### src/rtl/cacheline_burst_adaptor.sv
// Converts whole-cacheline read/write requests into fixed-length bursts of BEATS memory beats.
// Optional checking of upstream/downstream protocol misuse is enabled with BURST_PROTOCOL_CHECK_EN.
module cacheline_burst_adaptor #(
  parameter int LINE_WIDTH = 256,
  parameter int BEAT_WIDTH = 64,
  parameter int BEATS      = LINE_WIDTH / BEAT_WIDTH,
  parameter int ADDR_WIDTH = 32
) (
  input  logic                  clk,
  input  logic                  rst,
  input  logic [ADDR_WIDTH-1:0] address_i,
  input  logic                  read_i,
  input  logic                  write_i,
  input  logic [LINE_WIDTH-1:0] line_i,
  output logic [LINE_WIDTH-1:0] line_o,
  output logic                  resp_o,
  output logic [ADDR_WIDTH-1:0] address_o,
  output logic                  read_o,
  output logic                  write_o,
  output logic [BEAT_WIDTH-1:0] burst_o,
  input  logic [BEAT_WIDTH-1:0] burst_i,
  input  logic                  resp_i,
  output logic                  proto_err_o
);

  localparam int OFFSET = $clog2(LINE_WIDTH / 8);
  localparam int CNT_W  = $clog2(BEATS);
  localparam logic [ADDR_WIDTH-1:0] ALIGN_MASK =
    ~((ADDR_WIDTH'(1) << OFFSET) - ADDR_WIDTH'(1));
  localparam logic [CNT_W-1:0] LAST = CNT_W'(BEATS - 1);

  typedef enum logic [1:0] {IDLE, RD, WR, DONE} state_t;

  // state_q is the observation point for the FSM.
  state_t                state_q;
  logic [CNT_W-1:0]      count_q;
  logic [CNT_W-1:0]      count_nx;
  logic [LINE_WIDTH-1:0] line_q;

  assign count_nx = count_q + CNT_W'(1);
  assign line_o   = line_q;

  // Handshake: read_i/write_i are held by upstream until the one-cycle resp_o pulse;
  // downstream read_o/write_o stay high for the whole burst and each cycle with
  // resp_i high transfers exactly one beat.
  always_ff @(posedge clk or posedge rst) begin
    if (rst) begin
      state_q   <= IDLE;
      count_q   <= '0;
      line_q    <= '0;
      resp_o    <= 1'b0;
      address_o <= '0;
      read_o    <= 1'b0;
      write_o   <= 1'b0;
      burst_o   <= '0;
    end else begin
      resp_o <= 1'b0;
      case (state_q)
        IDLE: begin
          if (read_i) begin
            address_o <= address_i & ALIGN_MASK;
            read_o    <= 1'b1;
            state_q   <= RD;
          end else if (write_i) begin
            address_o <= address_i & ALIGN_MASK;
            line_q    <= line_i;
            burst_o   <= line_i[0 +: BEAT_WIDTH];
            write_o   <= 1'b1;
            state_q   <= WR;
          end
        end
        RD: begin
          if (resp_i) begin
            line_q[count_q*BEAT_WIDTH +: BEAT_WIDTH] <= burst_i;
            count_q <= count_nx;
            if (count_q == LAST) begin
              read_o  <= 1'b0;
              state_q <= DONE;
            end
          end
        end
        WR: begin
          if (resp_i) begin
            count_q <= count_nx;
            if (count_q == LAST) begin
              write_o <= 1'b0;
              burst_o <= '0;
              state_q <= DONE;
            end else begin
              burst_o <= line_q[count_nx*BEAT_WIDTH +: BEAT_WIDTH];
            end
          end
        end
        DONE: begin
          resp_o  <= 1'b1;
          count_q <= '0;
          state_q <= IDLE;
        end
        default: state_q <= IDLE;
      endcase
    end
  end

`ifdef BURST_PROTOCOL_CHECK_EN
  logic [ADDR_WIDTH-1:0] addr_prev_q;
  logic                  err_stray_resp;
  logic                  err_both_req;
  logic                  err_addr_change;

  always_comb begin
    err_stray_resp  = resp_i && (state_q == IDLE || state_q == DONE);
    err_both_req    = read_i && write_i && (state_q == IDLE);
    err_addr_change = (state_q == RD || state_q == WR) && (address_i != addr_prev_q);
  end

  always_ff @(posedge clk or posedge rst) begin
    if (rst) begin
      proto_err_o <= 1'b0;
      addr_prev_q <= '0;
    end else begin
      addr_prev_q <= address_i;
      if (err_stray_resp || err_both_req || err_addr_change) proto_err_o <= 1'b1;
    end
  end

  a_stray_resp: assert property (@(posedge clk) disable iff (rst) !err_stray_resp)
    else $warning("resp_i asserted while no burst is active");
  a_both_req: assert property (@(posedge clk) disable iff (rst) !err_both_req)
    else $warning("read_i and write_i both asserted in IDLE");
  a_addr_change: assert property (@(posedge clk) disable iff (rst) !err_addr_change)
    else $warning("address_i changed during a burst");
`else
  assign proto_err_o = 1'b0;
`endif

endmodule

### config.mk
export PLATFORM = sky130hd
export DESIGN_NAME = cacheline_burst_adaptor
export DESIGN_NICKNAME = d
export VERILOG_FILES = /design/src/rtl/cacheline_burst_adaptor.sv
export SDC_FILE = /design/constraint.sdc
export NUM_CORES = 1
export LEC_CHECK = 0
export BUFFER_PORTS_ARGS = -buffer_cell sky130_fd_sc_hd__buf_4
export CAP_MARGIN = 20
export CELL_PAD_IN_SITES_DETAIL_PLACEMENT = 2
export CELL_PAD_IN_SITES_GLOBAL_PLACEMENT = 2
export CORE_AREA = 2 2 277 279
export CTS_CLUSTER_DIAMETER = 50
export CTS_CLUSTER_SIZE = 10
export DETAILED_ROUTE_END_ITERATION = 10
export DIE_AREA = 0 0 279 281
export PLACE_DENSITY_LB_ADDON = 0.2
export SYNTH_ARGS = -nofsm -noshare
export SYNTH_HDL_FRONTEND = slang
export SYNTH_SLANG_ARGS = --single-unit
### constraint.sdc
create_clock -name clk -period 16 [get_ports clk]
set_clock_uncertainty 0.05 [all_clocks]
set_input_delay 2.4 -clock clk [delete_from_list [all_inputs] [get_ports clk]]
set_output_delay 2.4 -clock clk [all_outputs]
set_load 0.01 [all_outputs]
* Word-level counts from Yosys, hierarchy flattened
Cells that the tools add are included.
Word-level totals: flip-flop bits (word level) 359, latch bits 0, RAM bits 0, memory bits (read-only) 0, bits of input ports 357, output and inout bits 356, logic and storage cells 67, memories kept 0
Cells by class: $add $sub $neg 2, $mul 0, div/mod/pow operators 0, $lt $le $gt $ge 0, equal/unequal tests 14, shifts and indexed selects 3, mux-type cells 27, bitwise logic cells 0, reductions and logical operators 13
Operators by type and width (count):
- two-way mux 256 bit | 3
- one-hot mux 256 bit (2 select lines) | 1
- bitwise mux 256 bit | 1
- two-way mux 64 bit | 4
- variable shift 64 x 34 -> 256 bit (first input constant) | 1
- variable part select 256 x 9 -> 64 bit | 1
- variable part select 64 x 34 -> 256 bit | 1
- one-hot mux 64 bit (2 select lines) | 1
- two-way mux 32 bit | 2
- negation 8 -> 34 bit | 1
- inequality test 2 bit (second input constant) | 7
- AND reduction 4 bit | 3
- two-way mux 2 bit | 5
- nonzero test 2 bit | 4
- equality test 2 bit (second input constant) | 3
- two-way mux 1 bit | 6
- one-hot mux 2 bit (3 select lines) | 1
- AND reduction 5 bit | 1
- inequality test 2 x 1 -> 1 bit (second input constant) | 2
- one-hot mux 1 bit (2 select lines) | 2
- one-hot mux 2 bit (2 select lines) | 1
- AND reduction 2 bit | 2
- inequality test 3 bit (second input constant) | 1
- AND reduction 3 bit | 1
- 4 further kinds | 4

* Longest topological paths before layout
depth in word-level cells 5, depth in mapped cells 11, gate-level depth less buffers 5

* Least setup slack after synthesis
No wires, ideal clock.
path kind input port to flip-flop, from input port read_i, to register line_q[40] (netlist: line_o[40]), setup time 125 ps, arrival time 3707 ps, required time 15825 ps, slack 12119 ps, cell stages on the path 5, path buffers 2, path through nand2b_1 -> buf_6 -> a211oi_4 -> buf_6 -> mux2_2
On the way: word-level cells in the longest chain between the ends 2
Ends and longest elaborated chain:
- start: declaration | line 12 | input logic read_i,
- inequality test 2 bit (no line)
- AND reduction 4 bit (no line)
- end signal: assignment | line 66 | line_q <= line_i;
- end signal: indexed assignment | line 74 | line_q[count_q*BEAT_WIDTH +: BEAT_WIDTH] <= burst_i;
- end: declaration | line 38 | logic [LINE_WIDTH-1:0] line_q;
Every way passes these cells. A chain may end at the register's enable or synchronous reset.

* Worst setup path after layout
from register count_q[0], to register line_q[26] (netlist: line_o[26])
On the way: word-level cells in the longest chain between the ends 5, elaborated cells between the ends (all ways) 6, classes of those cells 1 x add/sub; 2 x shift; 3 x mux
Ends and longest elaborated chain:
- start: declaration | line 36 | logic [CNT_W-1:0] count_q;
- start signal: assignment | line 75 | count_q <= count_nx;
- start signal: assignment | line 84 | count_q <= count_nx;
- negation 8 -> 34 bit * | line 74
- variable part select 64 x 34 -> 256 bit or variable shift 64 x 34 -> 256 bit (tied branches) | line 74
- bitwise mux 256 bit * | line 74
- two-way mux 256 bit * | line 73 | if (resp_i) begin
- one-hot mux 256 bit (2 select lines) * | line 58 | case (state_q)
Mark *: on every way between the ends. The rest lies on a longest branch, timed or not. The select of a mux whose other input is x is not followed.

==> flow_summary.yaml <==
cts:
  cts.repair.resized: 0
  cts.sinks: 354
  cts.htree.levels: 3
  postCtsSetupBuffers: 0
  clk_pin_slew_ps: 50
  clock_latency_ps: 590
  root_buffer: "clkbuf_16"
  cts_max_path_buffers: 3
  ctsHoldBuffers: 0
  cts_buffers: 66
  tritoncts: "yes"
final_layout:
  design_area_um2: 27200
  final_core_util_pct: 36.06
  drive_above_1_share_pct: 55.19
  syn_to_final_growth_pct: 44.01
  nFillCells: 7907
  fin_nets: 2447
placed_design:
  io_buffers: 701
  detailed_place.area_um2: 24880
  gp_congestion: 0.8324
  hpwl_um: 65480
routing:
  drc: 0
  firstDrtPassIters: 5
  drt_iter0_drc: 1004
  avgViaCountPerCell: 5.469
  routed_wl_um: 100300
  routedWlPerCell_um: 32.18
  postRouteAntennaNets: 0
  vias: 17050
synth:
  synth-seq-cells: 354
  ys_seq_area_share_pct: 46.89
  synth.top_cell.area_share_pct: 46.89
  yosys.area_share.adder_pct: 0.5961
  synth_area_um2: 18890
  synthFlopType: "dfrtp_1"
  ys_types: 40
  synth_top_family_by_area: "multiplexers"
  synth.area.top_cells: "dfrtp_1, mux2_2, a32o_1, mux4_2, a221o_1"
  synth-simple-area-share_pct: 3.881
  ys_warn_count: 0
  syn_avg_cell_area_um2: 13.10
  synth-edff-count: 0
  synthMuxAreaShare_pct: 24.77
  synthCells: 1442
  yosys.area.top_type: "dfrtp_1"
  synth_compound_area_share_pct: 17.67
  synth-xor-area-share_pct: 0
  async_flop_share_pct: 100.0
critical_path:
  cp_common_cell: "buf_4"
  required_ps: 16390
  slowest_stage: "dfrtp_4"
  cp-end-kind: "flip-flop"
  critPathArrivalTime_ps: 5290
  cp-start-kind: "flip-flop"
  cp_max_fo: 42
  slowest_delay_ps: 1090
  crit_type: "flip-flop to flip-flop"
  crit_chain: "inv_1, ha_4, buf_4, nand2b_4, buf_4, o32ai_1, mux2_1"
power_and_ir_drop:
  powerDensity_nw_per_um2: 248.9
  p_total_mw: 6.771
  peakVddDrop_mv: 0.1376
  p_leak_nw: 12.30
global_route:
  grt_pass1_wl_um: 143500
  antenna_found_initial: 9
  grt_pass1_vias: 19190
  grt_overflow: 0
  grt_max_degree: 94
  grt_use_total_pct: 25.12
sta:
  tightest_slew_ps: 1138
  min_period_ps: 4895
  finalHoldWorstSlack_ps: 456.4
  max_freq_ghz: 0.2043
  setup_viol: 0
  max-slew-margin-rel_pct: 24.16
  period_share_pct: 30.59
  slew_violations: 0
  rsz0062_at_grt: "no"
  setup-tns-final_ps: 0
  hold_violations: 0
floorplan:
  initial_core_util_pct: 25.04
  die_h_um: 281
  die_area_um2: 78400
  rows: 101
  die_w_um: 279
  coreArea_um2: 75440
  pin_count: 713
hold_path:
  hp-class: "flip-flop to flip-flop"
status:
  status: "complete, no violations"
flow_run:
  max_cap_viol_count: 0
-- metrics by stage --
stage          std cells  setup WS (ps)
3_3_place_gp        2989          10590
3_5_place_dp        2990          10580
5_1_grt             3116          10870
4_1_cts             3108          11010
6_report            3117          11110
2_1_floorplan       1447           3730
-- cell type report --
| cell class | instances | area [um2] | share of cell area (%) |
|---|---|---|---|
| clock buffer | 82 | 1823 | 6.701 |
| sequential | 354 | 8862 | 32.58 |
| clock inverter | 36 | 450.4 | 1.656 |
| tap | 978 | 1224 | 4.498 |
| timing repair buffer | 734 | 5550 | 20.40 |
| antenna | 8 | 20.02 | 0.07359 |
| multi-input combinational | 852 | 8987 | 33.04 |
| inverter | 73 | 286.5 | 1.053 |
-- registers in the layout (all words and copies together) (netlist names) --
register and cells:
state_q 2, write_o 1, burst_o 64, read_o 1, count_q 2, address_o 27, resp_o 1, line_o 256
-- per-layer routing --
layer / share of wire, % / vias up / GRT usage [%]
met3: 5.9 / 166 / 5.678
met2: 51 / 628 / 43.12
met5: 0.012 / - / 0
li1: - / 7014 / -
met1: 40 / 9238 / 30.76
met4: 3.1 / 2 / 9.250
-- power breakdown --
part / internal (mW) / switching [mW]
clock: 0.930 / 0.522
sequential: 1.34 / 0.394
combinational: 1.68 / 1.91
total: 3.94 / 2.83
-- cell families (layout without fill, tap and decap cells) --
logic type | after synthesis | in the layout
fa+ha+maj | 9 | 9
buf+inv | 241 | 925
simple gates | 143 | 143
compound gates | 342 | 342
mux | 352 | 352
flops | 354 | 354
other cells | 1 | 14
-- critical path, delay by kind of cell, from the launching register on --
| family | cells | cell delay [ps] |
|---|---|---|
| mux | 1 | 340 |
| simple gates | 1 | 560 |
| compound gates | 1 | 190 |
| fa+ha+maj | 1 | 720 |
| buf+inv | 3 | 1700 |
| flops | 1 | 1090 |
-- worst paths after layout --
kind / start / to / slack [ps] / cells after the start
min in group asynchronous: rst / address_o[28]$_DFFE_PP0P_ / 1890 / 2
setup / recovery: count_q[0]$_DFFE_PP0P_ / line_o[26]$_DFFE_PP0P_ / 11110 / 7
hold reg to reg: address_o[9]$_DFFE_PP0P_ / address_o[9]$_DFFE_PP0P_ / 460 / 1
max in group asynchronous: rst / line_o[220]$_DFFE_PP0P_ / 12470 / 3
setup reg to reg: count_q[0]$_DFFE_PP0P_ / line_o[26]$_DFFE_PP0P_ / 11110 / 7
hold / removal: address_o[9]$_DFFE_PP0P_ / address_o[9]$_DFFE_PP0P_ / 460 / 1
-- synthesized netlist by cell type, types with 2 or more instances --
cell type / number
a211oi_4: 4
a21boi_0: 4
a221o_1: 64
a32o_1: 192
and2_1: 39
and3b_1: 2
buf_1: 9
buf_2: 21
buf_4: 10
buf_6: 26
clkbuf_1: 101
dfrtp_1: 354
ha_1: 9
inv_1: 72
mux2_1: 43
mux2_2: 241
mux2i_1: 4
mux4_2: 64
nand2_1: 67
nand2b_1: 3
nor2_1: 2
nor2b_1: 2
nor4_1: 26
o21ai_0: 4
o32ai_1: 64
-- placed cells by master, fill, tap and decap left out, types with 2 or more instances in the layout --
master | netlist | layout
clkinv_8 | 0 | 2
mux2i_1 | 4 | 4
clkinvlp_4 | 0 | 5
nor4_1 | 26 | 26
mux2_1 | 43 | 43
a211oi_4 | 4 | 5
nand2_1 | 67 | 67
a221o_1 | 64 | 64
nor2_1 | 2 | 2
and3b_4 | 0 | 2
nand2b_4 | 0 | 2
clkinv_2 | 0 | 9
nor2b_4 | 0 | 2
ha_4 | 0 | 3
a21boi_0 | 4 | 4
a32o_1 | 192 | 192
buf_16 | 0 | 2
clkbuf_1 | 101 | 6
ha_1 | 9 | 5
buf_4 | 10 | 732
clkbuf_16 | 0 | 67
diode_2 | 0 | 8
o32ai_1 | 64 | 64
conb_1 | 1 | 6
mux2_2 | 241 | 241
dfrtp_1 | 354 | 353
inv_6 | 0 | 7
inv_1 | 72 | 70
bufinv_16 | 0 | 7
and2_1 | 39 | 38
clkbuf_8 | 0 | 9
o21ai_0 | 4 | 4
mux4_2 | 64 | 64
clkinv_4 | 0 | 6
No activity file was read; power rests on OpenSTA's default activity.
